<file path="config.mk">
export PLATFORM = sky130hd
export DESIGN_NAME = clock_tick_scheduler
export DESIGN_NICKNAME = d
export VERILOG_FILES = /design/src/rtl/clock_ctrl_pkg.sv /design/src/rtl/clock_prescaler.sv /design/src/rtl/clock_tick_scheduler.sv
export SDC_FILE = /design/constraint.sdc
export NUM_CORES = 1
export LEC_CHECK = 0
export ABC_CLOCK_PERIOD_IN_PS = 3200
export BUFFER_PORTS_ARGS = -buffer_cell sky130_fd_sc_hd__clkbuf_2
export CORE_ASPECT_RATIO = 0.5
export CORE_UTILIZATION = 40
export DETAILED_ROUTE_END_ITERATION = 6
export PLACE_DENSITY = 0.61
export SETUP_SLACK_MARGIN = 0.1
export SLEW_MARGIN = 20
export SYNTH_ARGS = -nofsm -noshare
export SYNTH_HDL_FRONTEND = slang
export SYNTH_HIERARCHICAL = 1
export SYNTH_SLANG_ARGS = --single-unit
</file>
<file path="constraint.sdc">
create_clock -name clk_i -period 3.2 [get_ports clk_i]
set_input_delay 0.64 -clock clk_i [delete_from_list [all_inputs] [get_ports clk_i]]
set_output_delay 0.64 -clock clk_i [all_outputs]
set_load 0.02 [all_outputs]
</file>
<file path="src/rtl/clock_ctrl_pkg.sv">
// Shared definitions for the clock tick scheduler.
//   ch_state_e  : per-channel state (ST_IDLE / ST_RUN)
//   DEFAULT_PSC : default base prescaler ratio
//   clog2_min1  : ceil(log2(n)), never less than 1 (safe vector width)
package clock_ctrl_pkg;

    typedef enum logic {
        ST_IDLE = 1'b0,
        ST_RUN  = 1'b1
    } ch_state_e;

    localparam int unsigned DEFAULT_PSC = 100;

    function automatic int unsigned clog2_min1(input int unsigned n);
        return (n <= 1) ? 1 : $clog2(n);
    endfunction

endpackage

</file>
<file path="src/rtl/clock_prescaler.sv">
// Base prescaler: free-running counter 0..PSC-1 with a registered one-cycle
// strobe each time the counter wraps.
//   clk_i       : system clock
//   rst_ni      : asynchronous active-low reset
//   base_tick_o : strobe, high one cycle in every PSC (constant high if PSC == 1)
module clock_prescaler
    import clock_ctrl_pkg::*;
#(
    parameter int unsigned PSC = DEFAULT_PSC
) (
    input  logic clk_i,
    input  logic rst_ni,
    output logic base_tick_o
);

    localparam int unsigned    CNT_W = clog2_min1(PSC);
    localparam logic [CNT_W-1:0] LAST = CNT_W'(PSC - 1);

    logic [CNT_W-1:0] cnt_q;

    always_ff @(posedge clk_i or negedge rst_ni) begin
        if (!rst_ni) begin
            cnt_q       <= '0;
            base_tick_o <= 1'b0;
        end else if (cnt_q == LAST) begin
            cnt_q       <= '0;
            base_tick_o <= 1'b1;
        end else begin
            cnt_q       <= cnt_q + CNT_W'(1);
            base_tick_o <= 1'b0;
        end
    end

endmodule

</file>
<file path="src/rtl/clock_tick_scheduler.sv">
// Clock tick scheduler: one shared base prescaler feeding N_CH channels, each
// emitting a one-cycle enable tick every div base ticks. Channels are
// configured through a valid/ready port; a rewrite of a running channel is
// held in a shadow register and applied at the next period boundary.
//   clk_i, rst_ni : clock, asynchronous active-low reset
//   cfg_valid_i   : config write request
//   cfg_ready_o   : write accepted this cycle if also valid (low while pending)
//   cfg_ch_i      : target channel (out-of-range channels are accepted, dropped)
//   cfg_div_i     : divide value in base ticks (0 treated as 1)
//   cfg_en_i      : channel enable
//   base_tick_o   : base prescaler strobe
//   tick_o        : per-channel tick, coincident with the completing base tick
//   active_o      : channel running
module clock_tick_scheduler
    import clock_ctrl_pkg::*;
#(
    parameter  int unsigned PSC   = DEFAULT_PSC,
    parameter  int unsigned N_CH  = 4,
    parameter  int unsigned DIV_W = 16,
    localparam int unsigned CH_W  = clog2_min1(N_CH)
) (
    input  logic             clk_i,
    input  logic             rst_ni,
    input  logic             cfg_valid_i,
    output logic             cfg_ready_o,
    input  logic [CH_W-1:0]  cfg_ch_i,
    input  logic [DIV_W-1:0] cfg_div_i,
    input  logic             cfg_en_i,
    output logic             base_tick_o,
    output logic [N_CH-1:0]  tick_o,
    output logic [N_CH-1:0]  active_o
);

    logic                 base_tick;
    logic [N_CH-1:0]      pending;
    logic [2**CH_W-1:0]   pending_ext;
    logic                 cfg_accept;
    logic [DIV_W-1:0]     eff_div;

    clock_prescaler #(
        .PSC (PSC)
    ) u_prescaler (
        .clk_i       (clk_i),
        .rst_ni      (rst_ni),
        .base_tick_o (base_tick)
    );

    assign base_tick_o = base_tick;

    // Pad to the full channel address space so out-of-range channels read
    // as never pending (always ready, then discarded).
    always_comb begin
        pending_ext           = '0;
        pending_ext[N_CH-1:0] = pending;
    end

    assign cfg_ready_o = ~pending_ext[cfg_ch_i];
    assign cfg_accept  = cfg_valid_i & cfg_ready_o;
    assign eff_div     = (cfg_div_i == '0) ? DIV_W'(1) : cfg_div_i;

    for (genvar g = 0; g < N_CH; g++) begin : g_ch
        ch_state_e        state_q;
        logic [DIV_W-1:0] div_q;
        logic [DIV_W-1:0] cnt_q;
        logic [DIV_W-1:0] shadow_q;
        logic             pend_q;
        logic             sel;
        logic             at_last;

        assign sel     = cfg_accept && (cfg_ch_i == CH_W'(g));
        assign at_last = (cnt_q == div_q - DIV_W'(1));

        always_ff @(posedge clk_i or negedge rst_ni) begin
            if (!rst_ni) begin
                state_q  <= ST_IDLE;
                div_q    <= '0;
                cnt_q    <= '0;
                shadow_q <= '0;
                pend_q   <= 1'b0;
            end else begin
                unique case (state_q)
                    ST_IDLE: begin
                        // A base tick in the acceptance cycle is not counted.
                        if (sel && cfg_en_i) begin
                            div_q   <= eff_div;
                            cnt_q   <= '0;
                            state_q <= ST_RUN;
                        end
                    end
                    ST_RUN: begin
                        if (sel && !cfg_en_i) begin
                            state_q <= ST_IDLE;
                            cnt_q   <= '0;
                            pend_q  <= 1'b0;
                        end else begin
                            if (base_tick) begin
                                if (at_last) begin
                                    cnt_q <= '0;
                                    if (pend_q) begin
                                        div_q  <= shadow_q;
                                        pend_q <= 1'b0;
                                    end
                                end else begin
                                    cnt_q <= cnt_q + DIV_W'(1);
                                end
                            end
                            // Accept implies pend_q was 0, so a coincident
                            // boundary used the old div and this write waits
                            // for the following boundary.
                            if (sel && cfg_en_i) begin
                                shadow_q <= eff_div;
                                pend_q   <= 1'b1;
                            end
                        end
                    end
                    default: state_q <= ST_IDLE;
                endcase
            end
        end

        assign pending[g]  = pend_q;
        assign active_o[g] = (state_q == ST_RUN);
        assign tick_o[g]   = base_tick & (state_q == ST_RUN) & at_last;
    end

endmodule

</file>
==> tab_implementation.tex <==
\begin{tabular}{lr}
\hline
Metric & Value \\
\hline
\multicolumn{2}{l}{\textbf{Place}} \\
HPWL reported at the end of detailed placement & 21330 um \\
Final estimated routing congestion in global placement & 0.8920 \\
Dpl cell area & 12970 um\^{}2 \\
I/O Buffers & 31 \\
Setup Slack @ Placement & -92.89 ps \\
\# placed instances & 1620 \\
\multicolumn{2}{l}{\textbf{Clocking}} \\
Quantity of hold-fixing buffers added after cts & 0 \\
Number of sinks handled by clock tree synthesis & 208 \\
CTS tree & yes \\
CTS Root Cell & sky130\_fd\_sc\_hd\_\_clkbuf\_16 \\
Number of clock buffers inserted by TritonCTS & 22 \\
Clk Latency, worst-skew pair & 530 ps \\
Maximum clock path buffer count & 3 \\
Register clock-pin slew on the reported worst setup and hold paths & 60 ps \\
H-tree lvl count & 1 \\
\multicolumn{2}{l}{\textbf{Pwr}} \\
Maximum VDD drop & 0.0002961 V \\
Static Leakage & 0.006600 uW \\
Power per cell area & 461.7 nW/um\^{}2 \\
\multicolumn{2}{l}{\textbf{Timing}} \\
Least-Margin Pin Slew & 807.1 ps \\
Post-route clock period utilization & 110.2\% \\
Number of max-slew violations in the final report & 0 \\
Clock skew after layout & 15.13 ps \\
Achievable clock frequency & 0.2835 GHz \\
Final hold violation count & 0 \\
Setup repair after global routing missed its margin & true \\
Post-route setup TNS & -1159 ps \\
Time the worst path needs with I/O delays and setup & 3527 ps \\
Worst Slack Setup Final & -326.9 ps \\
Normalized max-slew margin & 46.07\% \\
Final setup fails & 4 \\
\multicolumn{2}{l}{\textbf{Final layout}} \\
Filler-free cell count of the finished design & 1685 \\
Area of all placed cells without fillers & 14360 um\^{}2 \\
Layout area overhead & 20.56\% \\
Filler cell count in the final layout & 2619 \\
Antenna cell count & 0 \\
Share of layout cells above drive strength 1 & 28.21\% \\
Final net count & 1310 \\
End-of-flow core utilization & 49.30\% \\
\multicolumn{2}{l}{\textbf{Synth}} \\
Mapped Area & 11910 um\^{}2 \\
Synthesized area per cell & 9.998 um\^{}2 \\
Synthesized net count & 1222 \\
Synthesis Warnings & 6 \\
Post-synthesis sequential element count & 208 \\
Sequential fraction of the synthesis area & 43.71\% \\
Top\_reg\_cell synth & sky130\_fd\_sc\_hd\_\_dfrtp\_1 \\
Async S/R FF share, synth & 100.0\% \\
Number of synthesized flops with an enable pin & 0 \\
Cell count after synthesis & 1191 \\
Post-synthesis cell type count & 82 \\
\multicolumn{2}{l}{\textbf{Route}} \\
Total routed wirelength & 31030 um \\
Vias per std cell & 5.608 \\
Violation count after the first detailed-routing iteration & 860 \\
Routed WL per cell & 18.42 um \\
Vias post-DR & 9449 \\
Antenna Nets Post-Route & 0 \\
Number of remaining DRC errors & 0 \\
1st-pass router iterations & 5 \\
\multicolumn{2}{l}{\textbf{Run status}} \\
Failing checks & negative setup slack \\
Outcome & complete, but fails checks \\
\multicolumn{2}{l}{\textbf{GRT}} \\
Number of global-route vias before repair & 9014 \\
Gr usage total & 20.42\% \\
First-pass GRT wire length & 49160 um \\
Pin count of the biggest net entering global routing & 91 \\
Total grt overflow & 0 \\
Antenna violations before repair & 0 \\
\multicolumn{2}{l}{\textbf{Worst setup path}} \\
Kind of end point of the critical path & output port \\
Data arrival time of the worst path & 2890 ps \\
Worst-path cell chain & or4\_4 -> o41a\_1 -> a2111oi\_2 -> a311o\_1 -> and2\_1 -> and4\_4 -> clkbuf\_8 \\
Crit path max-delay cell type & sky130\_fd\_sc\_hd\_\_or4\_4 \\
Worst-path maximum fanout & 3 \\
R2r worst-path depth & 12 \\
Critical path launch point type & flip-flop \\
Largest stage delay on the critical path & 560 ps \\
CP Class & reg2out \\
Required time reported for the critical path endpoint & 2560 ps \\
\multicolumn{2}{l}{\textbf{Flow run}} \\
Max cap viols & 0 \\
\multicolumn{2}{l}{\textbf{Die}} \\
Die Y-Extent & 124 um \\
Horiz. Die Dim & 246.0 um \\
Core footprint & 29120 um\^{}2 \\
Effective utilization at floorplan & 40.89\% \\
Count of pins on the block boundary & 32 \\
Total number of placement rows & 44 \\
Die footprint & 30500 um\^{}2 \\
\multicolumn{2}{l}{\textbf{Min path}} \\
Worst min-delay path class & in2async \\
\hline
\end{tabular}
path summary, 6_finish.rpt:
path                                     start  slack [ps]             endpoint
max                           g_ch[0].div_q[7]        -330            tick_o[0]
min                                     rst_ni         160    g_ch[0].cnt_q[14]
max reg2reg                   g_ch[2].div_q[1]          80     g_ch[2].div_q[6]
min reg2reg                g_ch[3].shadow_q[0]         480  g_ch[3].shadow_q[0]
max in group asynchronous               rst_ni        2140     g_ch[1].div_q[3]
min in group clk_i         g_ch[3].shadow_q[0]         480  g_ch[3].shadow_q[0]
through the flow:
step                      total power, uW  hold WS [ps]
after floorplan                      3464         344.4
after global placement               3801         462.8
after detailed placement             3835         471.6
after CTS                            6619         212.0
after global routing                 6887         232.7
final                                6629         163.4
registers in the layout, indices dropped and copies added, names as in the netlist:
signal / cells
g_ch.state_q: 4
u_prescaler/cnt_q: 7
g_ch.div_q: 64
u_prescaler/base_tick_o: 1
g_ch.pend_q: 4
g_ch.cnt_q: 64
g_ch.shadow_q: 64
cells in the mapped netlist (all sizes together), types with 10 or more instances:
cell type,instances,share of area (%)
nand4,16,0.84
xnor2,68,5.0
or4,12,0.79
nand2b,38,2.0
buf,32,1.5
a21oi,44,1.8
and3,20,1.1
xor2,55,4.0
nor2b,18,0.97
nand2,64,2.0
clkbuf,47,1.5
inv,30,0.95
nor3,35,1.6
o221a,15,1.4
dfrtp,208,44
o21ai,37,1.6
or3,12,0.67
nor2,101,3.4
mux2,88,8.3
mux2i,40,3.4
a31oi,10,0.65
nand3,34,1.4
nor4,16,0.89
o22ai,34,1.8
cell type report:
| cell class | count | area (um^2) | share of cell area (%) |
|---|---|---|---|
| well taps | 391 | 489.2 | 3.408 |
| clock buffers | 32 | 679.4 | 4.732 |
| inverters | 30 | 112.6 | 0.7844 |
| multi-input cells | 874 | 6648 | 46.30 |
| flip-flops and latches | 208 | 5213 | 36.31 |
| clock inverters | 7 | 85.08 | 0.5926 |
| repair buffers | 143 | 1130 | 7.870 |
routing by layer:
| layer | vias up | GRT usage, % | part of all wire, % |
|---|---|---|---|
| met5 | - | 0 | 0 |
| met4 | 0 | 5.124 | 2.3 |
| met3 | 53 | 2.952 | 4.0 |
| met2 | 212 | 32.46 | 45 |
| met1 | 4724 | 29.24 | 49 |
| li1 | 4460 | - | - |
placed cells by master, fill, tap and decap left out, types with 8 or more instances in the layout:
cell type and instances:
sky130_fd_sc_hd__a21oi_1 42, sky130_fd_sc_hd__a22o_1 8, sky130_fd_sc_hd__a31oi_1 9, sky130_fd_sc_hd__and3_1 19
sky130_fd_sc_hd__buf_4 101, sky130_fd_sc_hd__clkbuf_16 24, sky130_fd_sc_hd__clkbuf_2 26, sky130_fd_sc_hd__clkbuf_8 10
sky130_fd_sc_hd__dfrtp_1 202, sky130_fd_sc_hd__inv_1 29, sky130_fd_sc_hd__mux2_2 88, sky130_fd_sc_hd__mux2i_1 40
sky130_fd_sc_hd__nand2_1 63, sky130_fd_sc_hd__nand2b_1 37, sky130_fd_sc_hd__nand3_1 34, sky130_fd_sc_hd__nand4_1 16
sky130_fd_sc_hd__nor2_1 97, sky130_fd_sc_hd__nor2b_1 16, sky130_fd_sc_hd__nor3_1 27, sky130_fd_sc_hd__nor4_1 9
sky130_fd_sc_hd__o21ai_0 35, sky130_fd_sc_hd__o221a_2 15, sky130_fd_sc_hd__o22ai_1 31, sky130_fd_sc_hd__or3_1 9
sky130_fd_sc_hd__or4_4 9, sky130_fd_sc_hd__xnor2_1 67, sky130_fd_sc_hd__xor2_1 54
worst max-delay path: cells and delay by family (launching register included):
kind	cells	cell delay, ps
AND/OR/NAND/NOR	3	930
AO/OA/AOI/OAI	3	910
flip-flops	1	390
buffers and inverters	1	140
report_power, final:
group          leakage, uW  internal, uW  total (uW)  switching, uW
clock             0.000384          1630        2720           1090
combinational      0.00349           452         977            525
sequential         0.00272          2750        2930            179
total              0.00660          4830        6630           1800
what timing repair did:
item                                    CTS  global route
endpoints found under the setup margin   77           100
gates resized for setup                  43            48
pin swaps                                16            22
cloned                                    0             2
buffers inserted                         11            13
cell families after synthesis:
logic type	after synthesis	synth area share, %
buffers and inverters	109	3.888
AOI/OAI and AO/OA	199	11.47
muxes	129	11.87
DFF	208	43.71
adders and majority gates	9	0.9457
and+or+nand+nor	414	19.06
xor gates and xnor gates	123	9.047
(Power assumes the default switching activity.)
